[config.mk]
export PLATFORM = sky130hd
export DESIGN_NAME = regfile_wb_arbiter
export DESIGN_NICKNAME = d
export VERILOG_FILES = /design/src/rtl/regfile_wb_arbiter.sv
export SDC_FILE = /design/constraint.sdc
export NUM_CORES = 1
export LEC_CHECK = 0
export CAP_MARGIN = 10
export CELL_PAD_IN_SITES_DETAIL_PLACEMENT = 1
export CELL_PAD_IN_SITES_GLOBAL_PLACEMENT = 2
export CORE_MARGIN = 3
export CORE_UTILIZATION = 22
export CTS_CLUSTER_DIAMETER = 30
export CTS_CLUSTER_SIZE = 10
export DETAILED_ROUTE_END_ITERATION = 6
export GPL_TIMING_DRIVEN = 0
export PLACE_DENSITY_LB_ADDON = 0.1
export SLEW_MARGIN = 10
export SYNTH_ARGS = -nofsm -noshare
export SYNTH_HDL_FRONTEND = slang
export SYNTH_SLANG_ARGS = --single-unit
[constraint.sdc]
create_clock -name clk -period 3.8 [get_ports clk]
set_input_delay 0.38 -clock clk [delete_from_list [all_inputs] [get_ports clk]]
set_output_delay 0.38 -clock clk [all_outputs]
set_load 0.005 [all_outputs]
[src/rtl/regfile_wb_arbiter.sv]
// -----------------------------------------------------------------------------
// regfile_wb_arbiter
//
// Arbitrates three register-file write sources onto a single write port using
// round-robin priority, with one registered output stage. Writes addressed to
// register 15 are accepted but dropped; they are tallied in a sticky error
// flag and a saturating drop counter.
//
// Ports
//   clk        single clock, all state updates on the rising edge
//   reset      synchronous, active-high reset
//   req_valid  per-requester write request (0 ALU, 1 memory load, 2 loader)
//   req_addr   per-requester destination register address
//   req_data   per-requester write data
//   req_ready  per-requester accept (combinational, at most one bit set)
//   hold       freezes arbitration for the current cycle
//   we3        register-file write enable (registered)
//   wa3        register-file write address (registered)
//   wd3        register-file write data (registered)
//   gnt_id     requester driving the write port, 2'b11 when idle
//   err_r15    sticky: an address-15 write was accepted and dropped
//   drop_cnt   saturating count of dropped address-15 writes
// -----------------------------------------------------------------------------
module regfile_wb_arbiter (
   input  logic             clk,
   input  logic             reset,
   input  logic [2:0]       req_valid,
   input  logic [2:0][3:0]  req_addr,
   input  logic [2:0][17:0] req_data,
   output logic [2:0]       req_ready,
   input  logic             hold,
   output logic             we3,
   output logic [3:0]       wa3,
   output logic [17:0]      wd3,
   output logic [1:0]       gnt_id,
   output logic             err_r15,
   output logic [7:0]       drop_cnt
);

   localparam logic [3:0] DROP_ADDR = 4'hF;
   localparam logic [1:0] IDLE_ID   = 2'b11;

   logic [1:0]  ptr_q,  ptr_d;
   logic        we3_q,  we3_d;
   logic [3:0]  wa3_q,  wa3_d;
   logic [17:0] wd3_q,  wd3_d;
   logic [1:0]  gnt_q,  gnt_d;
   logic        err_q,  err_d;
   logic [7:0]  cnt_q,  cnt_d;

   logic        gnt_valid;
   logic [1:0]  gnt_idx;
   logic [1:0]  scan_idx [3];

   // Scan order starting at the pointer, wrapped modulo 3. The pointer never
   // holds 3, so every scan position is a legal requester index.
   for (genvar gi = 0; gi < 3; gi++) begin : g_scan
      logic [2:0] scan_sum;
      assign scan_sum     = {1'b0, ptr_q} + 3'(gi);
      assign scan_idx[gi] = (scan_sum >= 3'd3) ? 2'(scan_sum - 3'd3) : scan_sum[1:0];
   end

   // First valid requester in scan order wins; reset and hold suppress all
   // grants so nothing is consumed while either is asserted.
   always_comb begin
      gnt_valid = 1'b0;
      gnt_idx   = 2'd0;
      req_ready = 3'b000;
      if (!reset && !hold) begin
         for (int k = 0; k < 3; k++) begin
            if (!gnt_valid && req_valid[scan_idx[k]]) begin
               gnt_valid = 1'b1;
               gnt_idx   = scan_idx[k];
            end
         end
      end
      if (gnt_valid) begin
         req_ready[gnt_idx] = 1'b1;
      end
   end

   // Next state of the output stage. Address/data hold their last values on
   // idle and dropped cycles so the register file sees a quiet bus.
   always_comb begin
      ptr_d = ptr_q;
      we3_d = 1'b0;
      wa3_d = wa3_q;
      wd3_d = wd3_q;
      gnt_d = IDLE_ID;
      err_d = err_q;
      cnt_d = cnt_q;
      if (gnt_valid) begin
         // A dropped write still advances the pointer.
         ptr_d = (gnt_idx == 2'd2) ? 2'd0 : gnt_idx + 2'd1;
         if (req_addr[gnt_idx] == DROP_ADDR) begin
            err_d = 1'b1;
            if (cnt_q != 8'hFF) begin
               cnt_d = cnt_q + 8'd1;
            end
         end else begin
            we3_d = 1'b1;
            wa3_d = req_addr[gnt_idx];
            wd3_d = req_data[gnt_idx];
            gnt_d = gnt_idx;
         end
      end
   end

   always_ff @(posedge clk) begin
      if (reset) begin
         ptr_q <= 2'd0;
         we3_q <= 1'b0;
         wa3_q <= 4'h0;
         wd3_q <= 18'h0;
         gnt_q <= IDLE_ID;
         err_q <= 1'b0;
         cnt_q <= 8'h00;
      end else begin
         ptr_q <= ptr_d;
         we3_q <= we3_d;
         wa3_q <= wa3_d;
         wd3_q <= wd3_d;
         gnt_q <= gnt_d;
         err_q <= err_d;
         cnt_q <= cnt_d;
      end
   end

   assign we3      = we3_q;
   assign wa3      = wa3_q;
   assign wd3      = wd3_q;
   assign gnt_id   = gnt_q;
   assign err_r15  = err_q;
   assign drop_cnt = cnt_q;

endmodule

# Word-level counts from Yosys, hierarchy flattened
# Index checks and enable logic that the tools add are counted.
[word_totals]
word_cells = 68
register_bits = 36
out_inout_bits = 37
[classes]
n_eq_ne = 3
bitwise_logic = 2
n_mux = 28
n_reduce_logical = 13
magnitude_cmp = 8
addsub = 7
[ops]
columns = ["op", "n"]
rows = [
  ["binary-select mux 18 bit (select 2 bit)", 1],
  ["2-to-1 mux 18 bit", 1],
  ["2-to-1 mux 2 bit", 8],
  ["< comparator 2 x 3 -> 1 bit (second input constant)", 4],
  ["2-to-1 mux 1 bit", 11],
  ["adder 8 x 1 -> 8 bit (second input constant)", 1],
  ["binary-select mux 4 bit (select 2 bit)", 1],
  ["inequality test 8 bit (second input constant)", 1],
  ["binary-select mux 1 bit (select 2 bit)", 3],
  ["greater-or-equal comparator 3 x 2 -> 1 bit (second input constant)", 2],
  ["subtractor 2 bit (second input constant)", 3],
  ["equality test 4 bit (second input constant)", 1],
  ["logical AND 1 bit", 4],
  ["zero test 1 bit", 4],
  ["2-to-1 mux 4 bit", 1],
  ["AND reduction 2 bit", 2],
  ["adder 2 x 1 -> 3 bit (second input constant)", 1],
  ["adder 2 x 2 -> 3 bit (second input constant)", 1],
  ["2-to-1 mux 3 bit", 1],
  ["AND reduction 3 bit", 1],
  ["OR reduction 3 bit", 1],
  ["adder 2 x 1 -> 2 bit (second input constant)", 1],
  ["demux 1 bit (select 2 bit)", 1],
  ["equality test 2 bit (second input constant)", 1],
  ["4 further kinds", 5],
]

# Logic depth before layout (Yosys ltp)
# Gate-level depths: netlist of the first run.
[logic_depth]
ltp_word = 19
depth_mapped = 13
ltp_nobuf = 10

# Worst setup path after synthesis of the first run
# Ideal clock, no wire load.
[synth_path]
kind = "register to register"
startpoint = "reg ptr_q[0]"
endpoint = "reg cnt_q[3], in the netlist drop_cnt[3]"
setup_slack_ps = 746
path_stages_with_launch = 14
period_less_slack_ps = 3054
required_time_ps = 3669
n_path_buf = 3
t_arrival_ps = 2923
setup_time_ps = 131
path_cell_list = "dfxtp_1 -> inv_1 -> ha_1 -> buf_4 -> or2_1 -> a32oi_2 -> a2111oi_4 -> o211a_1 -> buf_6 -> o311ai_4 -> nand4_4 -> clkbuf_1 -> o311ai_1 -> o41ai_1"
[synth_between]
elab_chain_len = 18
word_cells_on_any_way = 35
[synth_lines]
columns = ["item", "line", "text"]
rows = [
  ["start, declared", "43", "logic [1:0] ptr_q, ptr_d;"],
  ["start signal, assigned", "119", "ptr_q <= ptr_d;"],
  ["parallel branches: the longest is 17 deep, another holds adder 2 x 1 -> 3 bit", "n/a", ""],
  ["AND reduction 3 bit (no line) (*)", "n/a", ""],
  ["end signal, assigned", "125", "cnt_q <= cnt_d;"],
  ["end, declared", "49", "logic [7:0] cnt_q, cnt_d;"],
]
# Every way passes the cells marked *. The select of a mux whose other input is x is not followed.
# A chain may end at the register's enable or synchronous reset.

# Worst setup path in the final report of the first run
[layout_path]
startpoint = "reg ptr_q[0]"
endpoint = "out req_ready[0]"
[layout_between]
elab_chain_len = 19
word_cells_on_any_way = 37
[layout_lines]
columns = ["item", "line", "text"]
rows = [
  ["parallel branches: the longest is 18 deep, another holds adder 2 x 1 -> 3 bit", "n/a", ""],
  ["2-to-1 mux 3 bit (*)", "77", "if (gnt_valid) begin"],
  ["end, declared", "30", "output logic [2:0] req_ready,"],
]
# Marks and branches as above.

==> results of run 1 <==
-- metrics by stage --
step	setup WS (ns)	total power, W	cells	TNS, ns	util, %
5_1_grt	-0.00857	0.00117	484	-0.00857	37.3
4_1_cts	0.0449	0.00112	484	0	37.2
3_5_place_dp	-0.0666	0.000810	479	-0.0792	36.2
6_report	0.237	0.00110	484	0	37.3
3_3_place_gp	-0.0826	0.000809	479	-0.111	36.2
2_1_floorplan	0.746	0.000621	242	0	-
-- repair_timing --
item                                    in CTS  in global routing
gates resized for setup                      0                  5
hold endpoints to repair                     0                  0
hold buffers                                 0                  0
endpoints found under the setup margin       3                 27
pin swaps                                    0                  0
-- cells by family after synthesis --
| logic type | after synthesis | synth area share [%] |
|---|---|---|
| DFF | 36 | 33.7 |
| adders and majority gates | 5 | 2.93 |
| AOI/OAI and AO/OA | 99 | 38.6 |
| muxes | 3 | 1.52 |
| and+or+nand+nor | 71 | 17.5 |
| buffers and inverters | 28 | 5.74 |
-- sequential cells by signal, summed over array words and instances, names as in the netlist --
name / count
ptr_q: 2
wd3: 18
we3: 1
drop_cnt: 8
err_r15: 1
gnt_id: 2
wa3: 4
-- path summary, 6_finish.rpt --
| path | start | endpoint | slack (ns) | cells past startpoint |
|---|---|---|---|---|
| worst max-delay path | ptr_q[0] | req_ready[0] | 0.24 | 10 |
| worst min-delay path | err_r15 | err_r15 | 0.49 | 1 |
| worst max register to register | ptr_q[0] | drop_cnt[3] | 0.29 | 13 |
| worst min register to register | err_r15 | err_r15 | 0.49 | 1 |
-- report_power, final --
part           internal, W  total (W)  switching (W)
sequential        0.000406   0.000421      0.0000154
combinational     0.000203   0.000374       0.000171
clock             0.000162   0.000302       0.000140
-- layer usage --
layer	track usage [%]	part of all wire, %	wire, um	up-vias
li1	-	-	-	1152
met1	15.4	43	3120	1083
met2	23.4	49	3550	65
met3	4.57	7.5	552	7
met4	3.99	1.3	94	0
met5	0	0	0	-
-- cell usage in the layout, fill, tap and decap left out, types with 2 or more instances in the layout --
cell type,n
a21oi_1,29
o21a_1,2
o31ai_1,6
o2111ai_1,3
dfxtp_1,36
and3_1,3
nand3_1,8
a22o_1,18
clkdlybuf4s50_1,108
nor2b_1,4
a22oi_1,2
nand2b_1,4
o221a_2,4
or3_1,2
mux2_1,2
inv_1,10
clkbuf_8,7
clkbuf_1,7
nor2_1,24
o311ai_4,3
a211oi_1,18
or4_1,5
buf_2,4
and2_1,3
o21ai_0,3
ha_1,5
nand2_1,7
nor3_1,3
-- final cells by class --
cell class,count,area [sq um]
Tap cell,129,161
Multi-Input combinational cell,178,1300
Timing Repair Buffer,108,1080
Fill cell,1110,5850
Buffer,16,81.3
Sequential cell,36,721
Clock buffer,7,96.3
Inverter,10,37.5
==> impl_metrics.toml, run 1 <==
[sta]
tightest_slew_ns = 0.516
hold_violations = 0
rsz0062_at_grt = "true"
post-route-period-util_pct = 93.8
hold_ws_ns = 0.494
period_minus_slack_ns = 3.56
clock.fmax_mhz = 281
max-slew-margin-rel_pct = 65.6
final.setup_skew_ns = 0.00340
drv_slew = 0
setup_violations = 0

[global_routing]
overflow = 0
grt_pass1_wl_um = 11900
antenna_found_initial = 0
grt_usage_pct = 13.4
grt_pass1_vias = 2443
grt_max_degree = 19

[yosys]
ys_seq_area_share_pct = 33.7
synth_area_sq_um = 2140
ys_seq_elements = 36
synth-edff-count = 0
synthDistinctLibCells = 47
synth.area.top_cells = "dfxtp_1, a22o_1, a21oi_1"
synth_common_cells = "dfxtp_1, a21oi_1, nor2_1"
syn_inst = 242
syn-num-nets = 319
yosysMostFrequentCell = "dfxtp_1"
synth_area_leader_cell = "dfxtp_1"
async_reset_ff_share_pct = 0
yosysTopAreaCellShare_pct = 33.7
synthFlopType = "dfxtp_1"
syn_area_per_cell_sq_um = 8.83
ys_warn_count = 0

[clock_network]
htreeDepth = 2
clock_sink_count = 36
cts_root_buf = "clkbuf_8"
clk_latency_ns = 0.29
clkTransAtPathRegs_ns = 0.07
clockBufferDepth = 2
cts_made_buffers = 5
post_cts_buffers = 0
cts_tree = "yes"

[die]
pin_count = 109
die_h_um = 105
die_w_um = 105
core-area_sq_um = 9330
placementRows = 35
start_util_pct = 22.9
dieArea_sq_um = 10900

[worst_setup_path]
critPathMaxFanout = 18
cp_num_buf_inv = 4
worstPathArrival_ns = 3.18
crit_family = "buffers and inverters"
crit_type = "reg2out"
crit_chain = "inv_1, ha_1, buf_4, or2_1, a32oi_2, a2bb2oi_1, and2_1, clkbuf_4, nor3_2, clkdlybuf4s50_1"
start_kind = "flop"
crit_required_ns = 3.42
endpoint_kind = "output port"
max_stage_delay_ns = 0.54
cp_slowest_cell = "clkdlybuf4s50_1"

[final_layout]
area_growth_pct = 62.8
final_area_sq_um = 3480
n_antenna_cell = 0
nNetsFinal = 432
drive_above_1_share_pct = 8.73

[min_path]
hold_class = "reg2reg"

[pwr]
max-vdd-ir-drop_v = 0.000122
p_leak_nw = 1.21
powerDensity_nw_per_um2 = 315

[placement]
dpl_cell_area_sq_um = 3380
hpwl_um = 5810
numPortBuffers = 108
place.gp.congestion = 0.789

[routing]
drtIter0Drc = 44
firstDrtPassIters = 4
drt_wl_total_um = 7320
via_count = 2307
avgRoutedWirePerCell_um = 15.1
ant_nets = 0
post-route-drc-count = 0
viasPerCell = 4.77

[status]
status = "completed"

[run]
max-cap-violations = 0
Note: power is estimated with default switching activity, not from simulation.
==> run 2: changes to the inputs <==
--- a/config.mk
+++ b/config.mk
@@ -11,11 +11,9 @@
 export CORE_MARGIN = 3
 export CORE_UTILIZATION = 22
 export CTS_CLUSTER_DIAMETER = 30
-export CTS_CLUSTER_SIZE = 10
+export CTS_CLUSTER_SIZE = 14
 export DETAILED_ROUTE_END_ITERATION = 6
-export GPL_TIMING_DRIVEN = 0
 export PLACE_DENSITY_LB_ADDON = 0.1
-export SLEW_MARGIN = 10
 export SYNTH_ARGS = -nofsm -noshare
 export SYNTH_HDL_FRONTEND = slang
 export SYNTH_SLANG_ARGS = --single-unit
==> run 2 against run 1 <==
Effect of this change: global-route usage decreased by 0.64 points; count of clock-buffer cells in the layout stayed put; final cell count down 1.2%; sequential share of layout area shrank 0.31 points; maximum frequency increased by 0.55%; first-iteration DRC count shrank 6.8%; worst setup slack better by 0.019 ns; critical endpoint is now req_ready[2]; highest routed layer unchanged.
==> impl_metrics.toml, run 2 (synthesized netlist as in run 1, its figures left out) <==
[pwr]
p_leak_nw = 1.22
powerDensity_nw_per_um2 = 333
max-vdd-ir-drop_v = 0.000129
totalPowerFinal_w = 0.00118

[worst_setup_path]
cp_slowest_cell = "clkdlybuf4s50_1"
endpoint_kind = "output port"
crit_chain = "inv_1, ha_1, nor2b_1, o21ai_0, a2111oi_4, o211a_4, buf_4, clkdlybuf4s50_1"
worstPathArrival_ns = 3.16
crit_required_ns = 3.42
critPathMaxFanout = 10
start_kind = "flop"
crit_type = "reg2out"
max_stage_delay_ns = 0.51

[final_layout]
area_growth_pct = 65.3
num-fill-cells = 1087
nNetsFinal = 425
final_common_cell = "clkdlybuf4s50_1"
drive_above_1_share_pct = 9.17
n_antenna_cell = 0
largest_reg_flops = 18
final_cell_mix = "clkdlybuf4s50_1, dfxtp_1, a21oi_1"

[clock_network]
cts_tree = "yes"
clockBufferDepth = 2
clkTransAtPathRegs_ns = 0.07
htreeDepth = 2
clk_latency_ns = 0.29
cts_made_buffers = 5
cts_root_buf = "clkbuf_8"
clock_sink_count = 36

[die]
dieArea_sq_um = 10900
core-area_sq_um = 9330
start_util_pct = 22.9
pin_count = 109
die_h_um = 105
placementRows = 35
die_w_um = 105

[sta]
tightest_slew_ns = 0.760
post-route-period-util_pct = 93.2
max-slew-margin-rel_pct = 49.1
setup_violations = 0
hold_violations = 0
setup_tns_ns = 0
final.setup_skew_ns = 0.00493
period_minus_slack_ns = 3.54
rsz0062_at_grt = "false"
drv_slew = 0
clock.fmax_mhz = 282

[routing]
avgRoutedWirePerCell_um = 14.9
drt_wl_total_um = 7130
via_count = 2220
drtIter0Drc = 41
viasPerCell = 4.64
post-route-drc-count = 0
ant_nets = 0
firstDrtPassIters = 4

[global_routing]
overflow = 0
antenna_found_initial = 0
grt_usage_pct = 12.7
grt_pass1_wl_um = 11300
grt_pass1_vias = 2278
grt_max_degree = 43

[status]
status = "completed"

[min_path]
hold_class = "reg2reg"

[run]
max-cap-violations = 0

[placement]
numPortBuffers = 108
place.gp.congestion = 0.774
hpwl_um = 5500
[run 2: cell count changes in the layout (fill, tap and decap cells not counted), moves of 2 or more]
cell and delta:
clkbuf_1 -7, buf_12 +2, buf_2 -4, buf_4 +6
[run 2: final timing paths]
path	startpoint	to	slack (ns)	depth (start not counted)
worst max register to register	ptr_q[0]	drop_cnt[5]	0.33	10
worst min register to register	err_r15	err_r15	0.49	1
worst min-delay path	err_r15	err_r15	0.49	1
worst max-delay path	ptr_q[0]	req_ready[2]	0.26	8
[run 2: timing repair]
action                     in CTS  in global routing
resized for setup               0                  2
setup endpoints to repair       0                 12
hold buffers                    0                  0
buffers inserted                0                  0
hold endpoints to repair        0                  0
[run 2: metal layers]
layer | track usage, % | routed length, um | vias up
met4 | 3.42 | 70 | 0
met2 | 22.6 | 3520 | 59
met1 | 14.3 | 2990 | 1015
met5 | 0 | 0 | -
met3 | 4.69 | 557 | 7
li1 | - | - | 1139
[run 2: area by class of cell]
type	instances	area [sq um]	area share (%)
clock buffers	7	96.3	2.73
repair buffers	117	1170	33.2
flip-flops and latches	36	721	20.4
multi-input cells	178	1310	37.2
inverters	10	37.5	1.06
clock inverters	1	30.0	0.850
well taps	129	161	4.57
[run 2: stage by stage]
| step | hold WS [ns] | instances | utilization [%] | instance area (sq um) | worst slack, ns |
|---|---|---|---|---|---|
| floorplan | 0.464 | 242 | - | 2140 | 0.746 |
| global placement | 0.475 | 470 | 36.4 | 3400 | 0.156 |
| detailed placement | 0.483 | 470 | 36.4 | 3400 | 0.131 |
| CTS | 0.500 | 478 | 37.8 | 3520 | 0.0205 |
| global route | 0.515 | 478 | 37.9 | 3530 | 0.0524 |
| finish | 0.491 | 478 | 37.9 | 3530 | 0.257 |
[run 2: worst max-delay path: cells and delay by family, from the launching register on]
family / cells / cell delay [ns]
compound gates: 3 / 1.00
buf+inv: 3 / 0.80
fa+ha+maj: 1 / 0.46
flops: 1 / 0.36
simple gates: 1 / 0.27
[run 2: power breakdown]
part	switching [W]	internal, W	total [W]
Combinational	0.000172	0.000211	0.000383
Clock	0.000140	0.000232	0.000371
Sequential	0.0000150	0.000406	0.000421
